`src/rtl/ad_array_sched.sv`:
```
// Sequencer for the absolute-difference systolic array: loads current-block rows,
// streams reference columns and tags each valid partial-SAD output with its candidate index.
module ad_array_sched #(
    parameter int unsigned EDGE_LEN    = 8,
    parameter int unsigned SEARCH_COLS = 32,
    parameter int unsigned PIPE_LAT    = 16,
    parameter int unsigned COL_W       = 5,
    parameter int unsigned ROW_W       = 3
) (
    input  logic             clk,
    input  logic             rst,
    input  logic             start,
    input  logic             abort,
    output logic             busy,
    output logic             done,
    output logic             cur_rd_en,
    output logic [ROW_W-1:0] cur_row,
    output logic             ref_rd_en,
    output logic [COL_W-1:0] ref_col,
    output logic             psad_valid,
    output logic [COL_W-1:0] cand_idx
);

    localparam int unsigned MAX_A   = (EDGE_LEN > SEARCH_COLS) ? EDGE_LEN : SEARCH_COLS;
    localparam int unsigned MAX_LEN = (MAX_A > PIPE_LAT) ? MAX_A : PIPE_LAT;
    localparam int unsigned CNT_W   = $clog2(MAX_LEN + 1);

    typedef enum logic [2:0] {
        S_IDLE,
        S_LOAD_CUR,
        S_STREAM,
        S_DRAIN,
        S_DONE
    } state_t;

    state_t           state, state_n;
    logic [CNT_W-1:0] cnt, cnt_n;
    logic             flush;
    logic             busy_n, done_n, cur_rd_en_n, ref_rd_en_n;
    logic [ROW_W-1:0] cur_row_n;
    logic [COL_W-1:0] ref_col_n;

    logic             vld_in;
    logic [COL_W-1:0] tag_in;
    logic             vld_pipe [PIPE_LAT];
    logic [COL_W-1:0] tag_pipe [PIPE_LAT];

    // Next state, phase counter and the registered-output next values.
    always_comb begin
        state_n = state;
        cnt_n   = cnt;
        flush   = 1'b0;
        case (state)
            S_IDLE: begin
                if (start && !abort) begin
                    state_n = S_LOAD_CUR;
                    cnt_n   = '0;
                end
            end
            S_LOAD_CUR: begin
                if (cnt == CNT_W'(EDGE_LEN - 1)) begin
                    state_n = S_STREAM;
                    cnt_n   = '0;
                end else begin
                    cnt_n = cnt + CNT_W'(1);
                end
            end
            S_STREAM: begin
                if (cnt == CNT_W'(SEARCH_COLS - 1)) begin
                    state_n = S_DRAIN;
                    cnt_n   = '0;
                end else begin
                    cnt_n = cnt + CNT_W'(1);
                end
            end
            S_DRAIN: begin
                if (cnt == CNT_W'(PIPE_LAT - 1)) begin
                    state_n = S_DONE;
                    cnt_n   = '0;
                end else begin
                    cnt_n = cnt + CNT_W'(1);
                end
            end
            S_DONE:  state_n = S_IDLE;
            default: state_n = S_IDLE;
        endcase

        if (abort && (state != S_IDLE)) begin
            state_n = S_IDLE;
            cnt_n   = '0;
            flush   = 1'b1;
        end

        busy_n      = (state_n != S_IDLE);
        done_n      = (state_n == S_DONE);
        cur_rd_en_n = (state_n == S_LOAD_CUR);
        ref_rd_en_n = (state_n == S_STREAM);
        cur_row_n   = cur_rd_en_n ? ROW_W'(cnt_n) : cur_row;
        ref_col_n   = ref_rd_en_n ? COL_W'(cnt_n) : ref_col;
    end

    // State, counter and output registers.
    always_ff @(posedge clk or negedge rst) begin
        if (!rst) begin
            state     <= S_IDLE;
            cnt       <= '0;
            busy      <= 1'b0;
            done      <= 1'b0;
            cur_rd_en <= 1'b0;
            cur_row   <= '0;
            ref_rd_en <= 1'b0;
            ref_col   <= '0;
        end else begin
            state     <= state_n;
            cnt       <= cnt_n;
            busy      <= busy_n;
            done      <= done_n;
            cur_rd_en <= cur_rd_en_n;
            cur_row   <= cur_row_n;
            ref_rd_en <= ref_rd_en_n;
            ref_col   <= ref_col_n;
        end
    end

    // A column completes a candidate once the full block width has entered the array.
    assign vld_in = ref_rd_en && (ref_col >= COL_W'(EDGE_LEN - 1));
    assign tag_in = ref_col - COL_W'(EDGE_LEN - 1);

    // Tags only advance with a valid, so the last stage holds the most recent candidate.
    always_ff @(posedge clk or negedge rst) begin
        if (!rst) begin
            for (int unsigned i = 0; i < PIPE_LAT; i++) begin
                vld_pipe[i] <= 1'b0;
                tag_pipe[i] <= '0;
            end
        end else if (flush) begin
            for (int unsigned i = 0; i < PIPE_LAT; i++) begin
                vld_pipe[i] <= 1'b0;
            end
        end else begin
            vld_pipe[0] <= vld_in;
            if (vld_in) begin
                tag_pipe[0] <= tag_in;
            end
            for (int unsigned i = 1; i < PIPE_LAT; i++) begin
                vld_pipe[i] <= vld_pipe[i-1];
                if (vld_pipe[i-1]) begin
                    tag_pipe[i] <= tag_pipe[i-1];
                end
            end
        end
    end

    assign psad_valid = vld_pipe[PIPE_LAT-1];
    assign cand_idx   = tag_pipe[PIPE_LAT-1];

endmodule

```
`config.mk`:
```
export PLATFORM = sky130hd
export DESIGN_NAME = ad_array_sched
export DESIGN_NICKNAME = d
export VERILOG_FILES = /design/src/rtl/ad_array_sched.sv
export SDC_FILE = /design/constraint.sdc
export NUM_CORES = 1
export LEC_CHECK = 0
export CAP_MARGIN = 20
export CORE_AREA = 2 2 140 142
export DETAILED_ROUTE_END_ITERATION = 7
export DIE_AREA = 0 0 142 144
export GPL_TIMING_DRIVEN = 0
export SYNTH_ARGS = -nofsm -noshare
export SYNTH_HDL_FRONTEND = slang
export SYNTH_SLANG_ARGS = --single-unit
```
`constraint.sdc`:
```
create_clock -name clk -period 3.2 [get_ports clk]
set_clock_uncertainty 0.2 [all_clocks]
set_input_delay 0.64 -clock clk [delete_from_list [all_inputs] [get_ports clk]]
set_output_delay 0.64 -clock clk [all_outputs]
set_load 0.01 [all_outputs]
```
==> results of run 1 <==
-- through the flow --
stage | hold slack [ns] | instances | setup WS [ns]
2_1_floorplan | 0.1444 | 331 | 1.040
6_report | 0.07459 | 623 | 0.6323
4_1_cts | 0.1060 | 623 | 0.6069
3_3_place_gp | 0.2698 | 590 | -2.958
3_5_place_dp | 0.2666 | 591 | 0.1940
5_1_grt | 0.1271 | 623 | 0.4858
-- flip-flops by register name, summed over array words and instances (netlist names) --
name,cells
busy,1
cur_row,3
tag_pipe,75
ref_rd_en,1
ref_col,5
cnt,6
cand_idx,5
vld_pipe,15
state,3
done,1
psad_valid,1
cur_rd_en,1
-- layer usage --
layer	vias to the layer above	wire, um
met5	-	0
met4	0	107
met3	6	316
met2	43	3725
met1	1348	3513
li1	1246	-
-- worst max-delay path, stage by stage --
cell,delay [ns]
clkdlybuf4s50_1,0.50
clkbuf_1,0.40
o21ai_1,0.22
buf_2,0.26
nand2_1,0.24
mux2_2,0.37
-- final timing paths --
path | cells past startpoint | from | endpoint
max | 6 | abort | tag_pipe[35]
min | 1 | rst | cand_idx[1]
max reg2reg | 7 | cnt[0] | ref_col[3]
min reg2reg | 2 | tag_pipe[75] | tag_pipe[75]
max in group asynchronous | 2 | rst | vld_pipe[14]
min in group clk | 2 | tag_pipe[75] | tag_pipe[75]
-- cell type report --
cell class / instances / area share
Sequential cell: 117 / 0.5026
Multi-Input combinational cell: 179 / 0.2689
Clock buffer: 23 / 0.08376
Tap cell: 238 / 0.05112
Timing Repair Buffer: 22 / 0.04038
Clock inverter: 9 / 0.02534
Inverter: 22 / 0.01418
Buffer: 13 / 0.01375
-- cell usage in the layout, fill, tap and decap left out, drive strengths merged, types with 2 or more instances in the layout --
cell and n:
dfrtp 117, mux2 84, clkbuf 26, nand2 24, inv 22, clkdlybuf4s50 20
buf 12, a21oi 9, nor2 8, o21ai 5, nand3 4, a31oi 4
clkinv 4, bufinv 4, nor3 3, a311oi 2, a21o 2, xor2 2
xnor2 2, o2bb2ai 2, and3 2, nor4b 2, and4 2, ha 2
or2 2
-- power breakdown --
part	leakage, nW	switching (W)	internal, W	total [W]
clock	0.313	0.000641	0.00138	0.00202
combinational	1.01	0.000188	0.000141	0.000330
sequential	1.62	0.0000384	0.00153	0.00157
-- cell families after synthesis --
kind of cell / count (synthesis)
AND/OR/NAND/NOR: 57
adder cells (fa/ha/maj): 2
XOR/XNOR: 4
buffers and inverters: 35
flip-flops: 117
multiplexers: 84
AO/OA/AOI/OAI: 32
==> impl_metrics.yaml, run 1 <==
status:
  status: "completed"
worst_setup_path:
  cp-start-kind: "primary input"
  arrival_ns: 2.65
  critical_path_class: "in -> reg"
  cp-end-kind: "flip-flop"
  r2r_slack_ns: 0.80
  cp.required_ns: 3.28
  cp_max_fo: 10
timing:
  slew_headroom: 0.5274
  rsz0062_at_grt: "false"
  slew_viol_final: 0
  hold_violations: 0
  fin_tns_setup_ns: 0
  min_period_ns: 2.568
  tightest_slew_ns: 0.7090
  min_period_over_period: 0.8024
  setup_viol: 0
  max_freq_mhz: 389.5
logic_synthesis:
  synth-seq-cells: 117
  synthSimpleGateAreaFrac: 0.06475
  syn_area_per_cell_um2: 14.07
  ys_top_cells_by_count: "117 x dfrtp_1, 78 x mux2_2, 24 x nand2_1, 22 x inv_1"
  yosysMostFrequentCell: "dfrtp_1"
  seq_area_frac_synth: 0.6287
  synth_edf_count: 0
  synth.top_cell.area_share: 0.6287
  muxShareOfSynthArea: 0.2071
  synth_compound_area_frac: 0.05159
  synthCells: 331
  synth_top_flop_cell: "dfrtp_1"
  ys_top_cells_by_area: "dfrtp_1 63%, mux2_2 19%, nand2_1 1.9%, inv_1 1.8%, mux2_4 1.6%"
  yosysTopAreaCell: "dfrtp_1"
  yosysUniqueCellTypes: 47
  netlist_area_um2: 4657
  syn_nets: 337
  synth-adder-area-share: 0.005373
  synth_xor_area_frac: 0.007523
  synth_top_family_by_area: "multiplexers"
  yosysWarnings: 0
  async_reset_ff_frac: 1.000
floorplanning:
  die-area_um2: 20450
  ios: 22
  initial_core_util: 0.2441
  die_w_um: 142
  fp.coreArea_um2: 19080
  row_count: 51
  die_h_um: 144
grt:
  grt_pass1_vias: 2774
  antenna_found_initial: 0
  grt_use_met1: 0.09799
  grt_overflow: 0
  track_usage: 0.08368
  grt_util_met3: 0.02947
  grt.met2_usage: 0.1325
  grt_max_degree: 65
  grt-busiest-layer: "met2"
  grt_pass1_wl_um: 13280
clock_network:
  cts_tree: "done"
  cts_buffers: 17
  htree_levels: 4
  clock_path_buffers: 2
  clock-sinks: 117
  path_clk_slew_ns: 0.05
  post_cts_buffers: 0
  ctsResizeCount: 0
  cts_root_buf: "clkbuf_16"
  insertion_delay_ns: 0.41
  hold_buffers: 0
place:
  place_hpwl_um: 5084
  placed_area_um2: 5190
  gp_congestion: 0.8059
  portBuffers: 21
finish:
  fin_nets: 378
  diodes: 0
  n_fill_cell: 1876
  fin_area_um2: 5826
  drive_above_1_share: 0.3377
  fin_util: 0.3053
  regArea_um2: 2928
  syn2layout_area_growth_pct: 25.09
  multi_input_area_um2: 1567
power:
  vdd_drop_max_uv: 437.9
  p_leak_nw: 2.942
  pwr_density_cell_nw_per_um2: 673.4
  power_w: 0.003923
hold_path:
  hold_path.class: "in -> async"
detailed_routing:
  drt-vias-per-instance: 4.242
  wl_per_cell_um: 12.30
  firstDrtPassIters: 4
  drtAntennaViolNets: 0
  wirelength_um: 7662
  drtIter0Drc: 169
  drc: 0
  vias: 2643
flow_run:
  cap_violations: 0
(Power assumes the default switching activity.)
==> inputs of run 2 (changes only) <==
==> constraint.sdc (replaced) <==
create_clock -name clk -period 2.3 [get_ports clk]
set_clock_uncertainty 0.2 [all_clocks]
set_input_delay 0.46 -clock clk [delete_from_list [all_inputs] [get_ports clk]]
set_output_delay 0.46 -clock clk [all_outputs]
set_load 0.01 [all_outputs]
==> impl_metrics.yaml, run 2 (same netlist as run 1, synthesis figures left out) <==
detailed_routing:
  drtIter0Drc: 161
  wl_per_cell_um: 12.41
  firstDrtPassIters: 4
  drt-vias-per-instance: 4.248
  drtAntennaViolNets: 0
  drc: 0
  vias: 2659
  wirelength_um: 7768
timing:
  max_freq_mhz: 457.6
  slew_headroom: 0.5259
  min_period_over_period: 0.9501
  setup_viol: 0
  worst_slack_ns: 0.1149
  rsz0062_at_grt: "false"
  tightest_slew_ns: 0.7112
  slew_viol_final: 0
  min_period_ns: 2.185
  hold_violations: 0
  holdWs_ns: 0.2747
finish:
  layout_common_cells: "117 x dfrtp_1, 78 x mux2_2, 24 x nand2_1"
  reg_top3: "tag_pipe x75, vld_pipe x15, cnt x6"
  fin_util: 0.3090
  diodes: 0
  fin_nets: 381
  n_fill_cell: 1875
  drive_above_1_share: 0.3531
  largest_reg_flops: 75
  layout_commonest_cell: "dfrtp_1"
  syn2layout_area_growth_pct: 26.60
  top_register: "tag_pipe"
clock_network:
  insertion_delay_ns: 0.41
  path_clk_slew_ns: 0.06
  cts_buffers: 17
  htree_levels: 4
  cts_tree: "done"
  clock-sinks: 117
  cts_root_buf: "clkbuf_16"
  clock_path_buffers: 2
status:
  status: "completed"
worst_setup_path:
  arrival_ns: 2.27
  r2r_cells: 7
  cp-end-kind: "flip-flop"
  cp_max_fo: 6
  cp.required_ns: 2.39
  critical_path_class: "reg -> reg"
  cp-start-kind: "flip-flop"
  r2r_slack_ns: 0.11
place:
  place_hpwl_um: 5084
  gp_congestion: 0.8059
  portBuffers: 21
  pre_cts_ws_ns: -0.5260
hold_path:
  worstHoldPathCells: 2
  hold_path.class: "reg -> reg"
grt:
  grt_pass1_wl_um: 13340
  grt_max_degree: 65
  track_usage: 0.08411
  antenna_found_initial: 0
  grt_overflow: 0
  grt_pass1_vias: 2793
floorplanning:
  fp.coreArea_um2: 19080
  row_count: 51
  die-area_um2: 20450
  die_w_um: 142
  ios: 22
  initial_core_util: 0.2441
  die_h_um: 144
power:
  p_leak_nw: 2.964
  pwr_density_cell_nw_per_um2: 935.6
  vdd_drop_max_uv: 609.7
flow_run:
  cap_violations: 0
run 2: final cells by class:
| type | count | area (um2) | share of cell area |
|---|---|---|---|
| well taps | 238 | 297.8 | 0.05051 |
| plain buffers | 13 | 86.33 | 0.01464 |
| multi-input cells | 179 | 1605 | 0.2723 |
| repair buffers | 25 | 260.3 | 0.04414 |
| clock inverters | 9 | 147.6 | 0.02504 |
| clock buffers | 23 | 488.0 | 0.08277 |
| inverters | 22 | 82.58 | 0.01401 |
| flip-flops and latches | 117 | 2928 | 0.4966 |
run 2: timing repair:
| item | 4_1_cts | 5_1_grt |
|---|---|---|
| resized for setup | 4 | 4 |
| hold endpoints to repair | 53 | 0 |
| hold buffers | 1 | 0 |
| pin swaps | 0 | 1 |
| buffers inserted | 1 | 1 |
| endpoints found under the setup margin | 84 | 43 |
run 2: final timing paths:
kind,start,endpoint
max,cnt[0],ref_col[3]
min,tag_pipe[75],tag_pipe[75]
max reg2reg,cnt[0],ref_col[3]
min reg2reg,tag_pipe[75],tag_pipe[75]
max in group asynchronous,rst,vld_pipe[14]
min in group asynchronous,rst,cand_idx[1]
run 2: where the power goes:
part	internal [W]	switching (W)	total (W)
registers	0.00213	0.0000592	0.00219
logic	0.000233	0.000277	0.000510
clock network	0.00192	0.000894	0.00281
run 2: metrics by stage:
step | instance area [um2] | std cells | TNS [ns] | power, W
floorplan | 4657 | 331 | 0 | 0.002465
global placement | 5165 | 590 | -472.80 | 0.002671
detailed placement | 5190 | 591 | -43.66 | 0.002686
CTS | 5859 | 625 | 0 | 0.005569
global route | 5896 | 626 | 0 | 0.005745
finish | 5896 | 626 | 0 | 0.005516
run 2: layer usage:
| metal | up-vias | global-route usage | part of all wire |
|---|---|---|---|
| li1 | 1247 | - | - |
| met1 | 1363 | 0.09820 | 0.46 |
| met2 | 43 | 0.1337 | 0.49 |
| met3 | 6 | 0.02947 | 0.040 |
| met4 | 0 | 0.05053 | 0.014 |
| met5 | - | 0 | 0 |
run 2: critical path: stages, from the launching register on:
cell	delay (ns)
dfrtp_1	0.40
ha_4	0.19
and4bb_4	0.29
a21oi_2	0.09
a2111oi_4	0.23
o31a_1	0.22
buf_6	0.15
mux2_4	0.30
